## src/rtl/compare_pkg.sv

```systemverilog
// Shared mode encoding and width helper for the compare bank and its cells.
package compare_pkg;

  typedef enum logic [1:0] {
    CMP_EQ   = 2'b00,
    CMP_GE   = 2'b01,
    CMP_WIN  = 2'b10,
    CMP_RSVD = 2'b11
  } cmp_mode_e;

  // Bits needed to hold a popcount of 0..n_out inclusive.
  function automatic int hit_cnt_width(input int n_out);
    return $clog2(n_out + 1);
  endfunction

endpackage

```

## src/rtl/compare_cell.sv

```systemverilog
// Single-index comparator: decides whether sample a matches INDEX under the given mode.
module compare_cell
  import compare_pkg::*;
#(
  parameter int WIDTH = 4,
  parameter int INDEX = 0
) (
  input  logic [WIDTH-1:0] a,
  input  logic [1:0]       mode,
  input  logic [WIDTH-1:0] tol,
  output logic             match
);

  localparam logic [WIDTH:0] IDX = (WIDTH + 1)'(INDEX);

  cmp_mode_e      mode_e;
  logic [WIDTH:0] a_ext;
  logic [WIDTH:0] tol_ext;
  logic [WIDTH:0] diff;

  // Distance is taken one bit wider and always non-negative, so the window clips at the ends.
  always_comb begin
    mode_e  = cmp_mode_e'(mode);
    a_ext   = {1'b0, a};
    tol_ext = {1'b0, tol};
    diff    = (a_ext >= IDX) ? (a_ext - IDX) : (IDX - a_ext);
    match   = 1'b0;
    case (mode_e)
      CMP_EQ:  match = (a_ext == IDX);
      CMP_GE:  match = (a_ext >= IDX);
      CMP_WIN: match = (diff <= tol_ext);
      default: match = 1'b0;
    endcase
  end

endmodule

```

## src/rtl/compare_bank.sv

```systemverilog
// Two-stage valid/ready comparator bank: stage 1 holds the sample, stage 2 the match vector,
// popcount and reserved-mode tag; miss/err statistics update on each output handshake.
module compare_bank
  import compare_pkg::*;
#(
  parameter  int WIDTH = 4,
  parameter  int N_OUT = 2**WIDTH,
  parameter  int CNT_W = 8,
  localparam int HIT_W = hit_cnt_width(N_OUT)
) (
  input  logic             clk,
  input  logic             rst_n,
  input  logic             in_valid,
  output logic             in_ready,
  input  logic [WIDTH-1:0] a_in,
  input  logic [1:0]       mode,
  input  logic [WIDTH-1:0] tol,
  output logic             out_valid,
  input  logic             out_ready,
  output logic [N_OUT-1:0] b_out,
  output logic [HIT_W-1:0] hit_cnt,
  output logic [CNT_W-1:0] miss_cnt,
  output logic             err,
  input  logic             clr
);

  logic             s1_valid_q, s1_valid_d;
  logic [WIDTH-1:0] a_q, a_d;
  cmp_mode_e        mode_q, mode_d;
  logic [WIDTH-1:0] tol_q, tol_d;

  logic             s2_valid_q, s2_valid_d;
  logic [N_OUT-1:0] b_q, b_d;
  logic [HIT_W-1:0] hit_q, hit_d;
  logic             rsvd_q, rsvd_d;

  logic [CNT_W-1:0] miss_q, miss_d;
  logic             err_q, err_d;

  logic             s1_adv;
  logic             accept;
  logic             consume;
  logic [N_OUT-1:0] match;
  logic [HIT_W-1:0] match_cnt;

  assign s1_adv  = !s2_valid_q || out_ready;
  assign in_ready = !s1_valid_q || s1_adv;
  assign accept  = in_valid && in_ready;
  assign consume = s2_valid_q && out_ready;

  for (genvar i = 0; i < N_OUT; i++) begin : g_cell
    compare_cell #(
      .WIDTH(WIDTH),
      .INDEX(i)
    ) u_cell (
      .a    (a_q),
      .mode (mode_q),
      .tol  (tol_q),
      .match(match[i])
    );
  end

  always_comb begin
    match_cnt = '0;
    for (int i = 0; i < N_OUT; i++) begin
      match_cnt = match_cnt + HIT_W'(match[i]);
    end
  end

  // Stage 2 only loads from stage 1 when it is empty or being drained this edge.
  always_comb begin
    s1_valid_d = accept || (s1_valid_q && !s1_adv);
    a_d        = a_q;
    mode_d     = mode_q;
    tol_d      = tol_q;
    if (accept) begin
      a_d    = a_in;
      mode_d = cmp_mode_e'(mode);
      tol_d  = tol;
    end

    s2_valid_d = s2_valid_q;
    b_d        = b_q;
    hit_d      = hit_q;
    rsvd_d     = rsvd_q;
    if (s1_adv) begin
      s2_valid_d = s1_valid_q;
      if (s1_valid_q) begin
        b_d    = match;
        hit_d  = match_cnt;
        rsvd_d = (mode_q == CMP_RSVD);
      end
    end
  end

  // Clear wins over any same-cycle increment or error set.
  always_comb begin
    miss_d = miss_q;
    err_d  = err_q;
    if (clr) begin
      miss_d = '0;
      err_d  = 1'b0;
    end else if (consume) begin
      if ((hit_q == '0) && (miss_q != '1)) begin
        miss_d = miss_q + CNT_W'(1);
      end
      if (rsvd_q) begin
        err_d = 1'b1;
      end
    end
  end

  always_ff @(posedge clk or negedge rst_n) begin
    if (!rst_n) begin
      s1_valid_q <= 1'b0;
      a_q        <= '0;
      mode_q     <= CMP_EQ;
      tol_q      <= '0;
      s2_valid_q <= 1'b0;
      b_q        <= '0;
      hit_q      <= '0;
      rsvd_q     <= 1'b0;
      miss_q     <= '0;
      err_q      <= 1'b0;
    end else begin
      s1_valid_q <= s1_valid_d;
      a_q        <= a_d;
      mode_q     <= mode_d;
      tol_q      <= tol_d;
      s2_valid_q <= s2_valid_d;
      b_q        <= b_d;
      hit_q      <= hit_d;
      rsvd_q     <= rsvd_d;
      miss_q     <= miss_d;
      err_q      <= err_d;
    end
  end

  assign out_valid = s2_valid_q;
  assign b_out     = b_q;
  assign hit_cnt   = hit_q;
  assign miss_cnt  = miss_q;
  assign err       = err_q;

endmodule

```

## config.mk

```make
export PLATFORM = sky130hd
export DESIGN_NAME = compare_bank
export DESIGN_NICKNAME = d
export VERILOG_FILES = /design/src/rtl/compare_pkg.sv /design/src/rtl/compare_cell.sv /design/src/rtl/compare_bank.sv
export SDC_FILE = /design/constraint.sdc
export NUM_CORES = 1
export LEC_CHECK = 0
export CORE_AREA = 2 2 148 150
export CTS_CLUSTER_DIAMETER = 30
export DETAILED_ROUTE_END_ITERATION = 8
export DIE_AREA = 0 0 150 152
export PLACE_DENSITY = 0.5
export SLEW_MARGIN = 10
export SYNTH_ARGS = -nofsm -noshare
export SYNTH_HDL_FRONTEND = slang
export SYNTH_HIERARCHICAL = 1
export SYNTH_SLANG_ARGS = --single-unit
export TNS_END_PERCENT = 100
```

## constraint.sdc

```tcl
create_clock -name clk -period 11.04 [get_ports clk]
set_clock_uncertainty 0.15 [all_clocks]
set_input_delay 1.656 -clock clk [delete_from_list [all_inputs] [get_ports clk]]
set_output_delay 1.656 -clock clk [all_outputs]
set_load 0.01 [all_outputs]
```

==> results by group, run 1 <==
Critical path
  – Capturing element type of the critical path: flip-flop
  – Internal reg-to-reg setup slack: 4.07 ns
  – Worst reg2reg path startpoint: a_q[1]$_DFFE_PN0P_
  – Length in cells of the worst reg-to-reg path: 23
  – Critical Path Max Stage Delay: between 0.7 and 0.8 ns
  – Critical path's slowest cell: sky130_fd_sc_hd__dfrtp_2
  – Element type at the critical path start: flip-flop
  – Buffers plus inverters on the worst setup path: 4
  – Cell occurring most often along the worst timing path: sky130_fd_sc_hd__fa_1
  – Cell breakdown of the critical path: buf_4 -> inv_1 -> ha_1 -> a211o_1 -> o21ai_0 -> nand2_1 -> a21o_1 -> ha_1 -> o21ai_0 -> a21oi_1 -> o21a_1 -> o41ai_1 -> fa_1 -> inv_1 -> fa_1 -> fa_1 -> fa_1 -> inv_1 -> ha_1 -> fa_1 -> a21oi_1 -> nor2_1 -> a22o_1
  – Setup CP Type: flip-flop to flip-flop
  – Largest fanout on the critical path: 36
  – Critical register-to-register path endpoint: hit_cnt[4]$_DFFE_PN0P_
  – Worst EP required: about 11 ns
  – Cell family contributing the most delay on the critical path: adder cells
  – Critical Path AT: 7.00 ns

GRT
  – Number of global-route vias before repair: ~5,200
  – All-layer global routing usage: about 14%
  – Initial antenna violation count: 0
  – Largest net degree at the start of global routing: 63
  – Leftover overflow at the end of global routing: 0
  – Wire length of the first global-routing pass: approximately 27,000 um

Layout
  – Synth-to-Final Area Change: 15.8%
  – Number of standard cells in the final layout excluding fillers: roughly 1,100
  – Diodes inserted: 0
  – Utilization of the core after routing: 34.0%
  – Final-layout fill cell count: approximately 2,300
  – Share of post-route cells with drive strength above 1: 11.6%
  – Final #Nets: 950

Placement
  – Worst setup slack after placement: 4.04 ns
  – Count of placed standard cells including taps: 1,074
  – Count of port buffers added during placement: 46
  – Routability congestion estimate: 0.771
  – Hpwl dp: 11,000 um

Detailed routing
  – Ratio of routed vias to standard cells: about 4.9
  – Detail-routed net length per standard cell: 14.9 um
  – DRT Wirelength: approximately 16,000 um
  – Drt pass-1 iters: 4
  – Post-detailed-route DRC marker count: 0
  – ANT nets after route: 0
  – Number of vias in the routed layout: between 5,000 and 6,000
  – Detailed router's first-iteration violation count: approximately 360

Logic synthesis
  – Number of different library cells in the post-synthesis netlist: 85
  – Most instantiated cells after synthesis: sky130_fd_sc_hd__ha_1, sky130_fd_sc_hd__inv_1, sky130_fd_sc_hd__a21oi_1, sky130_fd_sc_hd__nand2_1, sky130_fd_sc_hd__o21ai_0
  – Post-Synthesis Cell Area: approximately 0.0063 mm^2
  – Register bit total from synthesis: 43
  – Yosys Warn Count: 6
  – Dominant cells by area after synthesis: sky130_fd_sc_hd__ha_1, sky130_fd_sc_hd__dfrtp_1, sky130_fd_sc_hd__inv_1, sky130_fd_sc_hd__mux2_2, sky130_fd_sc_hd__a21oi_1
  – EDFF count, synth: 0
  – Synthesized netlist cell count: approximately 740
  – Most frequent cell after synthesis: sky130_fd_sc_hd__ha_1
  – Ys async rst share: 100%
  – Top flip-flop cell by instance count after synthesis: sky130_fd_sc_hd__dfrtp_1
  – Share of the yosys chip area belonging to registers: between 15 and 20%
  – Mapped Avg Cell Area: 8.44 um^2
  – Area leader, netlist: sky130_fd_sc_hd__ha_1
  – Area share of the largest cell type after synthesis: 24.7%
  – Net count of the mapped netlist: a little under 900

STA
  – RSZ-0062 raised after global routing: no
  – Sum Neg Setup Slack: 0 ns
  – Final cycle utilization of the critical path: 63.1%
  – Tmin final: between 6 and 7 ns
  – Max Transition Viols Final: 0
  – # setup viols final: 0
  – Final Worst Setup Slack: around 4 ns
  – Final number of hold-violating endpoints: 0
  – Worst max-slew margin expressed relative to the limit: 52.6%
  – Fmax: 144 MHz
  – Transition time at the pin with the least slew margin: 0.711 ns

Clock tree
  – Sinks on Clock Net: 43
  – Post-CTS resize count: 0
  – Hold Buf Count CTS: 0
  – Library cell used as clock root buffer: sky130_fd_sc_hd__clkbuf_16
  – Post CTS Setup Buffer Count: 0
  – Skew-Pair Late Insertion Delay: 0.29 ns
  – Clock slew seen by the registers of the worst setup and hold paths: around 0.07 ns
  – Number of H-tree levels: 2
  – TritonCTS clock tree: built
  – Maximum buffer depth of the clock tree: 2
  – Num CTS Buffers: 5

Power and ir drop
  – Switching power: approximately 0.64 mW
  – P_int: approximately 0.74 mW
  – Clock share of power: 11.2%
  – Final Power: between 1 and 1.5 mW
  – Power per cell area: between 150 and 200 mW/mm^2
  – Maximum vdd drop: roughly 0.00015 V
  – Sequential fraction of design power: ~18%
  – Sw Share: ~46%
  – LEAKAGE: 3.47 nW
  – Share of total power in combinational logic: 71.3%

Outcome
  – Status: completed

Floorplanning
  – IO Count: between 40 and 50
  – Die Area: 0.0228 mm^2
  – Area of the placeable core: between 0.02 and 0.025 mm^2
  – Standard-cell rows: 54
  – DIE WIDTH: ~150 um
  – Starting utilization of the core area: 29.4%
  – Die span in y: about 150 um

Min path
  – Capture endpoint of the worst hold path: rsvd_q$_DFFE_PN0P_
  – Min-delay worst type: flip-flop to flip-flop
  – Number of cells on the worst hold path: 2
  – Worst Min Path Start: rsvd_q$_DFFE_PN0P_

Flow run
  – Max Cap Viol: 0
state kept, by name (all words and copies together), names as in the netlist:
register    cells
b_out          16
miss_cnt        8
hit_cnt         5
a_q             4
tol_q           4
mode_q          2
err             1
out_valid       1
rsvd_q          1
s1_valid_q      1
logic make-up after synthesis:
kind of cell / Yosys count / share of synthesized area [%]
AO/OA/AOI/OAI: 196 / 20.8
AND/OR/NAND/NOR: 195 / 17.2
adder cells (fa/ha/maj): 134 / 27.9
buffers and inverters: 120 / 7.58
flip-flops: 43 / 17.2
multiplexers: 38 / 6.92
XOR/XNOR: 17 / 2.37
power by group through the flow:
stage | Clock (mW) | Combinational, mW | Sequential [mW]
2_1_floorplan | 0 | 0.680 | 0.278
3_3_place_gp | 0 | 0.980 | 0.247
3_5_place_dp | 0 | 0.995 | 0.246
4_1_cts | 0.160 | 1.00 | 0.244
5_1_grt | 0.167 | 1.14 | 0.250
6_report | 0.154 | 0.985 | 0.242
per-layer routing:
layer,GRT usage (%),wire (um),up-vias
li1,-,-,2755
met1,20.5,8080,2512
met2,24.2,7410,80
met3,2.07,565,4
met4,1.44,28,0
met5,0,0,-
metrics by stage:
stage               area (um^2)  hold WS (ns)
global route               7260         0.371
finish                     7260         0.343
global placement           7120         0.321
floorplan                  6270         0.300
CTS                        7260         0.348
detailed placement         7120         0.332
worst max-delay path by stage:
stage / cells after the start / end / from / slack, ns
floorplan: 23 / hit_cnt[4]$_DFFE_PN0P_ / a_q[2]$_DFFE_PN0P_ / 3.94
global placement: 23 / hit_cnt[4]$_DFFE_PN0P_ / a_q[1]$_DFFE_PN0P_ / 4.16
detailed placement: 23 / hit_cnt[4]$_DFFE_PN0P_ / a_q[1]$_DFFE_PN0P_ / 4.04
CTS: 23 / hit_cnt[4]$_DFFE_PN0P_ / a_q[1]$_DFFE_PN0P_ / 4.02
global route: 23 / hit_cnt[4]$_DFFE_PN0P_ / a_q[1]$_DFFE_PN0P_ / 3.63
finish: 23 / hit_cnt[4]$_DFFE_PN0P_ / a_q[1]$_DFFE_PN0P_ / 4.07
worst register-to-register path: cells and delay by family, from the launching register on:
family	cells	cell delay, ns
adder cells (fa/ha/maj)	8	3.09
AO/OA/AOI/OAI	9	2.01
buffers and inverters	4	0.80
flip-flops	1	0.71
AND/OR/NAND/NOR	2	0.12
cell type report:
type	instances	area (um^2)	area share, %
Inverter	113	424	5.84
Sequential cell	43	1080	14.9
Clock buffer	6	129	1.77
Tap cell	280	350	4.82
Multi-Input combinational cell	580	4720	65.0
Clock inverter	2	12.5	0.172
Timing Repair Buffer	58	546	7.51
cells in the final DEF (no fill, tap or decap), drive strengths merged, types with 11 or more instances in the layout:
master	n
a21oi	61
nor2b	13
nand2	57
buf	13
nor2	44
ha	124
nand3	11
o21ai	55
nand2b	15
xnor2	11
mux2	31
inv	113
nand4	13
clkdlybuf4s50	45
dfrtp	43
(Power assumes the default switching activity.)
==> run 2, diff against run 1 <==
PLACE_DENSITY = 0.52   (was 0.5)
clock period = 6.2 ns   (was 11.04 ns; I/O delays follow)
==> results by group, run 2 (synthesis gave the netlist of run 1 again) <==
Outcome
  – Status: completed

Floorplanning
  – Die Area: 0.0228 mm^2 (unchanged)
  – IO Count: 47 (unchanged)
  – Area of the placeable core: 0.0214 mm^2 (unchanged)
  – DIE WIDTH: 150 um (unchanged)
  – Starting utilization of the core area: 29.4% (unchanged)
  – Standard-cell rows: 54 (unchanged)
  – Die span in y: 152 um (unchanged)

Detailed routing
  – ANT nets after route: 0 (unchanged)
  – DRT Wirelength: 16,000 um (-0.52%)
  – Ratio of routed vias to standard cells: 4.92 (-0.60%)
  – Detail-routed net length per standard cell: 14.5 um (-2.7%)
  – Drt pass-1 iters: 4 (unchanged)
  – Post-detailed-route DRC marker count: 0 (unchanged)
  – Number of vias in the routed layout: 5,437 (+1.6%)
  – Detailed router's first-iteration violation count: 214 (-40%)

Layout
  – Multi-input gate area in the final layout: 0.00475 mm^2 (+0.64%)
  – Diodes inserted: 0 (unchanged)
  – Most frequent standard cell in the layout excluding fill and tap cells: sky130_fd_sc_hd__ha_1
  – Synth-to-Final Area Change: 19.7%
  – Final #Nets: 974 (+2.5%)
  – Final-layout fill cell count: 2,246 (-0.40%)
  – Number of flip-flops in the largest register: 16 (unchanged)
  – Commonest cells after routing, fill and taps aside: sky130_fd_sc_hd__ha_1, sky130_fd_sc_hd__inv_1, sky130_fd_sc_hd__a21oi_1
  – Post-route cell area: 0.00751 mm^2 (+3.4%)
  – Storage cell area: 0.00109 mm^2 (+0.46%)
  – Share of post-route cells with drive strength above 1: 14.6% (+3.1 points)

Flow run
  – Max Cap Viol: 0 (unchanged)

GRT
  – All-layer global routing usage: 14.2% (-0.27 points)
  – Leftover overflow at the end of global routing: 0 (unchanged)
  – Initial antenna violation count: 0 (unchanged)
  – Number of global-route vias before repair: 5,137 (-1.8%)
  – Largest net degree at the start of global routing: 39 (-38%)
  – Wire length of the first global-routing pass: 26,600 um (-2.0%)

Power and ir drop
  – Switching power: 1.14 mW (+79%)
  – Final Power: 2.50 mW (+81%)
  – Maximum vdd drop: 0.000221 V (+45%)
  – Sequential fraction of design power: 17.0% (-0.5 points)
  – Sw Share: 45.5% (-0.65 points)
  – LEAKAGE: 3.61 nW (+3.9%)
  – Share of total power in combinational logic: 72.3% (+1.0 points)
  – Power per cell area: 334 mW/mm^2 (+75%)
  – P_int: 1.37 mW (+84%)
  – Clock share of power: 10.7% (-0.5 points)

Placement
  – Hpwl dp: 11,800 um (+7.4%)
  – DP Area: 0.00729 mm^2 (+2.3%)
  – Routability congestion estimate: 0.791 (+2.6%)
  – Count of port buffers added during placement: 46 (unchanged)

Clock tree
  – Library cell used as clock root buffer: sky130_fd_sc_hd__clkbuf_16
  – TritonCTS clock tree: built
  – Hold Buf Count CTS: 0 (unchanged)
  – Clock slew seen by the registers of the worst setup and hold paths: 0.07 ns (about the same)
  – Maximum buffer depth of the clock tree: 2 (unchanged)
  – Sinks on Clock Net: 43 (unchanged)
  – Number of H-tree levels: 2 (unchanged)
  – Num CTS Buffers: 5 (unchanged)
  – Skew-Pair Late Insertion Delay: 0.29 ns (about the same)

STA
  – # setup viols final: 0 (unchanged)
  – Hold slack final: 0.312 ns (-0.0306 ns)
  – Worst max-slew margin expressed relative to the limit: 48.5% (-4.1 points)
  – Fmax: 167 MHz (+16%)
  – Final number of hold-violating endpoints: 0 (unchanged)
  – Final cycle utilization of the critical path: 96.6% (+33 points)
  – Transition time at the pin with the least slew margin: 0.773 ns (+0.0614 ns)
  – RSZ-0062 raised after global routing: no
  – Tmin final: 5.99 ns (-0.979 ns)
  – Max Transition Viols Final: 0 (unchanged)
  – Sum Neg Setup Slack: 0 ns (unchanged)

Critical path
  – Timing startpoint of the critical path: a_q[1]$_DFFE_PN0P_
  – Length in cells of the worst reg-to-reg path: 23 (unchanged)
  – Cell breakdown of the critical path: buf_2 -> ha_1 -> a211o_1 -> o21ai_0 -> nand2_1 -> a21o_1 -> ha_1 -> o21ai_0 -> a21oi_1 -> o21a_1 -> o41ai_2 -> buf_4 -> fa_1 -> inv_1 -> fa_1 -> fa_1 -> fa_1 -> inv_1 -> ha_1 -> fa_1 -> a21oi_1 -> nor2_1 -> a22o_1
  – Worst reg2reg path startpoint: a_q[1]$_DFFE_PN0P_
  – Cell occurring most often along the worst timing path: sky130_fd_sc_hd__fa_1
  – Capturing element type of the critical path: flip-flop
  – Critical path's slowest cell: sky130_fd_sc_hd__dfrtp_4
  – Critical Path AT: 6.02 ns (-0.98 ns)
  – Critical Path Max Stage Delay: 0.51 ns (-0.20 ns)
  – Largest fanout on the critical path: 6 (-83%)
  – Setup CP Type: flip-flop to flip-flop
  – Element type at the critical path start: flip-flop
  – Worst EP required: 6.23 ns (-4.85 ns)

Min path
  – Min-delay worst type: input port to async pin
-- run 2: cell type report --
type	instances	share of cell area [%]
multi-input combinational	580	63.3
sequential	43	14.5
timing repair buffer	82	10.1
inverter	113	5.65
tap	280	4.67
clock buffer	6	1.72
clock inverter	2	0.167
-- run 2: power by group through the flow --
stage / clock network (mW) / registers [mW] / logic (mW)
after detailed placement: 0 / 0.434 / 1.80
after floorplan: 0 / 0.497 / 1.21
after global placement: 0 / 0.433 / 1.78
after global routing: 0.286 / 0.438 / 2.10
after CTS: 0.277 / 0.431 / 1.81
final: 0.269 / 0.426 / 1.81
-- run 2: stage by stage --
step	std cells	utilization, %	setup slack [ns]
final	1106	35.2	0.212
after global routing	1106	35.2	0.00837
after global placement	1092	34.1	0.227
after floorplan	743	-	0.0412
after CTS	1100	34.8	0.0546
after detailed placement	1092	34.1	0.0742
-- run 2: critical path: cells and delay by family, from the launching register on --
family	cells	cell delay, ns
AOI/OAI and AO/OA	9	1.66
and+or+nand+nor	2	0.12
DFF	1	0.51
adders and majority gates	8	2.93
buffers and inverters	4	0.51
-- run 2: layer usage --
metal  vias up  global-route usage (%)  wire, um  part of all wire (%)
li1       2818                       -         -                     -
met1      2545                    20.6      8330                    52
met2        61                    23.0      7140                    45
met3        13                    1.89       384                   2.4
met4         0                    1.89       147                  0.92
met5         -                       0         0                     0
-- run 2: path summary, 6_finish.rpt --
| path | endpoint | slack (ns) |
|---|---|---|
| max in group asynchronous | a_q[2]$_DFFE_PN0P_ | 4.77 |
| min | b_out[14]$_DFFE_PN0P_ | 0.31 |
| min reg2reg | rsvd_q$_DFFE_PN0P_ | 0.34 |
| min in group clk | rsvd_q$_DFFE_PN0P_ | 0.34 |
| max | hit_cnt[4]$_DFFE_PN0P_ | 0.21 |
| max reg2reg | hit_cnt[4]$_DFFE_PN0P_ | 0.21 |
-- run 2: timing repair --
item | 4_1_cts | 5_1_grt
setup buffers | 0 | 6
resized for setup | 0 | 10
setup endpoints to repair | 0 | 4
==> run 3, diff against run 2 <==
ABC_CLOCK_PERIOD_IN_PS = 6200   (was default)
PLACE_DENSITY = default   (was 0.52)
==> results by group, run 3 (synthesis gave the netlist of run 1 again) <==
Clock tree
  – Skew-Pair Late Insertion Delay: 0.31 ns (+0.02 ns)
  – Number of H-tree levels: 2 (unchanged)
  – Maximum buffer depth of the clock tree: 2 (unchanged)
  – Library cell used as clock root buffer: sky130_fd_sc_hd__clkbuf_16
  – Num CTS Buffers: 5 (unchanged)
  – Sinks on Clock Net: 43 (unchanged)
  – Clock slew seen by the registers of the worst setup and hold paths: 0.08 ns (about the same)
  – TritonCTS clock tree: built

Flow run
  – Max Cap Viol: 0 (unchanged)

STA
  – Final number of hold-violating endpoints: 0 (unchanged)
  – Worst max-slew margin expressed relative to the limit: 31.7% (-17 points)
  – Sum Neg Setup Slack: 0 ns (unchanged)
  – Fmax: 167 MHz (+0.19%)
  – RSZ-0062 raised after global routing: no
  – Tmin final: 5.98 ns (-0.0116 ns)
  – Max Transition Viols Final: 0 (unchanged)
  – Final cycle utilization of the critical path: 96.4% (-0.19 points)
  – Transition time at the pin with the least slew margin: 1.02 ns (+0.251 ns)
  – Final Worst Setup Slack: 0.223 ns (+0.0116 ns)
  – # setup viols final: 0 (unchanged)
  – Hold slack final: 0.337 ns (+0.0253 ns)

Floorplanning
  – Die span in y: 152 um (unchanged)
  – Die Area: 0.0228 mm^2 (unchanged)
  – DIE WIDTH: 150 um (unchanged)
  – Starting utilization of the core area: 29.4% (unchanged)
  – IO Count: 47 (unchanged)
  – Area of the placeable core: 0.0214 mm^2 (unchanged)
  – Standard-cell rows: 54 (unchanged)

Critical path
  – Largest fanout on the critical path: 11 (+5)
  – Element type at the critical path start: flip-flop
  – Length in cells of the worst reg-to-reg path: 23 (unchanged)
  – Setup CP Type: flip-flop to flip-flop
  – Worst reg2reg path startpoint: a_q[2]$_DFFE_PN0P_
  – Critical Path AT: 6.02 ns (about the same)
  – Worst EP required: 6.25 ns (+0.02 ns)
  – Critical register-to-register path endpoint: hit_cnt[4]$_DFFE_PN0P_
  – Internal reg-to-reg setup slack: 0.22 ns (about the same)
  – Capturing element type of the critical path: flip-flop

Min path
  – Worst Min Path Start: rsvd_q$_DFFE_PN0P_
  – Capture endpoint of the worst hold path: rsvd_q$_DFFE_PN0P_
  – Number of cells on the worst hold path: 2
  – Min-delay worst type: flip-flop to flip-flop

Layout
  – Utilization of the core after routing: 34.9% (-0.30 points)
  – Final #Nets: 966 (-0.82%)
  – Commonest cells after routing, fill and taps aside: sky130_fd_sc_hd__ha_1, sky130_fd_sc_hd__inv_1, sky130_fd_sc_hd__a21oi_1
  – Share of post-route cells with drive strength above 1: 14.1% (-0.59 points)
  – Diodes inserted: 0 (unchanged)
  – Synth-to-Final Area Change: 18.7%
  – Most frequent standard cell in the layout excluding fill and tap cells: sky130_fd_sc_hd__ha_1
  – Number of flip-flops in the largest register: 16 (unchanged)
  – Final-layout fill cell count: 2,231 (-0.67%)
  – Post-route cell area: 0.00744 mm^2 (-0.85%)
  – Number of standard cells in the final layout excluding fillers: 1,098 (-0.72%)

GRT
  – Wire length of the first global-routing pass: 26,700 um (+0.29%)
  – Number of global-route vias before repair: 5,439 (+5.9%)
  – Initial antenna violation count: 0 (unchanged)
  – All-layer global routing usage: 14.2% (about the same)
  – Leftover overflow at the end of global routing: 0 (unchanged)
  – Largest net degree at the start of global routing: 44 (+13%)

Detailed routing
  – Drt pass-1 iters: 6 (+2)
  – Post-detailed-route DRC marker count: 0 (unchanged)
  – DRT Wirelength: 15,900 um (-0.81%)
  – Number of vias in the routed layout: 5,513 (+1.4%)
  – Detail-routed net length per standard cell: 14.5 um (about the same)
  – ANT nets after route: 0 (unchanged)
  – Ratio of routed vias to standard cells: 5.02 (+2.1%)
  – Detailed router's first-iteration violation count: 230 (+7.5%)

Placement
  – DP Area: 0.00724 mm^2 (-0.58%)
  – Count of port buffers added during placement: 46 (unchanged)
  – Worst setup slack after placement: 0.0502 ns (-0.0240 ns)
  – Routability congestion estimate: 0.852 (+7.8%)
  – Hpwl dp: 11,900 um (+0.55%)
  – Count of placed standard cells including taps: 1,088 (-0.37%)

Power and ir drop
  – Maximum vdd drop: 0.000223 V (+0.84%)
  – LEAKAGE: 3.56 nW (-1.2%)
  – Final Power: 2.53 mW (+0.88%)
  – Power per cell area: 339 mW/mm^2 (+1.7%)

Outcome
  – Status: completed
==> run 3: cell types whose count changed in the layout (fill, tap and decap cells not counted), sizes merged <==
cell / previous run / this run
buf: 37 / 29
clkbuf: 6 / 5
clkinv: 1 / 0
clkinvlp: 1 / 2
inv: 113 / 114
==> run 3: critical path: stages, from the launching register on <==
cell	delay, ns
sky130_fd_sc_hd__dfrtp_4	0.52
sky130_fd_sc_hd__buf_4	0.19
sky130_fd_sc_hd__ha_1	0.21
sky130_fd_sc_hd__a211o_1	0.34
sky130_fd_sc_hd__o21ai_1	0.13
sky130_fd_sc_hd__nand2_1	0.06
sky130_fd_sc_hd__a21o_1	0.17
sky130_fd_sc_hd__ha_1	0.28
sky130_fd_sc_hd__o21ai_0	0.15
sky130_fd_sc_hd__a21oi_1	0.06
sky130_fd_sc_hd__o21a_1	0.18
sky130_fd_sc_hd__o41ai_2	0.31
sky130_fd_sc_hd__buf_4	0.18
sky130_fd_sc_hd__fa_1	0.38
sky130_fd_sc_hd__inv_1	0.10
sky130_fd_sc_hd__fa_1	0.43
sky130_fd_sc_hd__fa_1	0.49
sky130_fd_sc_hd__fa_1	0.49
sky130_fd_sc_hd__inv_1	0.04
sky130_fd_sc_hd__ha_1	0.20
sky130_fd_sc_hd__fa_1	0.40
sky130_fd_sc_hd__a21oi_1	0.16
sky130_fd_sc_hd__nor2_1	0.05
sky130_fd_sc_hd__a22o_1	0.19
==> run 3: repair_timing <==
item	4_1_cts	5_1_grt
buffers inserted	0	2
setup endpoints to repair	0	4
gates resized for setup	0	8
hold buffers	0	0
==> run 3: worst max path at each step <==
stage	slack [ns]	endpoint	startpoint	depth (start not counted)
2_1_floorplan	0.04	hit_cnt[4]$_DFFE_PN0P_	a_q[2]$_DFFE_PN0P_	23
3_3_place_gp	0.19	hit_cnt[4]$_DFFE_PN0P_	a_q[1]$_DFFE_PN0P_	23
3_5_place_dp	0.05	hit_cnt[4]$_DFFE_PN0P_	a_q[1]$_DFFE_PN0P_	22
4_1_cts	0.01	hit_cnt[4]$_DFFE_PN0P_	a_q[1]$_DFFE_PN0P_	22
5_1_grt	0.009	hit_cnt[4]$_DFFE_PN0P_	a_q[2]$_DFFE_PN0P_	23
6_report	0.22	hit_cnt[4]$_DFFE_PN0P_	a_q[2]$_DFFE_PN0P_	23
==> run 3: metal layers <==
layer  share of wire (%)  GRT usage, %  wire [um]  vias up
li1                    -             -          -     2798
met1                  50          19.9       7950     2605
met2                  45          23.1       7120       92
met3                 3.9          2.07        615       18
met4                 1.2          3.32        193        0
met5                   0             0          0        -
==> run 3: layout make-up <==
class                   instances  area (um^2)  area share, %
multi-input cells             580         4760           63.9
flip-flops and latches         43         1090           14.6
repair buffers                 74          678           9.11
inverters                     113          424           5.70
well taps                     280          350           4.71
clock buffers                   5          125           1.68
clock inverters                 3         23.8          0.319
==> run 3: power by group <==
part	switching (mW)	leakage [nW]	internal [mW]
logic	0.958	2.95	0.856
registers	0.0758	0.542	0.353
clock network	0.133	0.0664	0.151
total	1.17	3.56	1.36
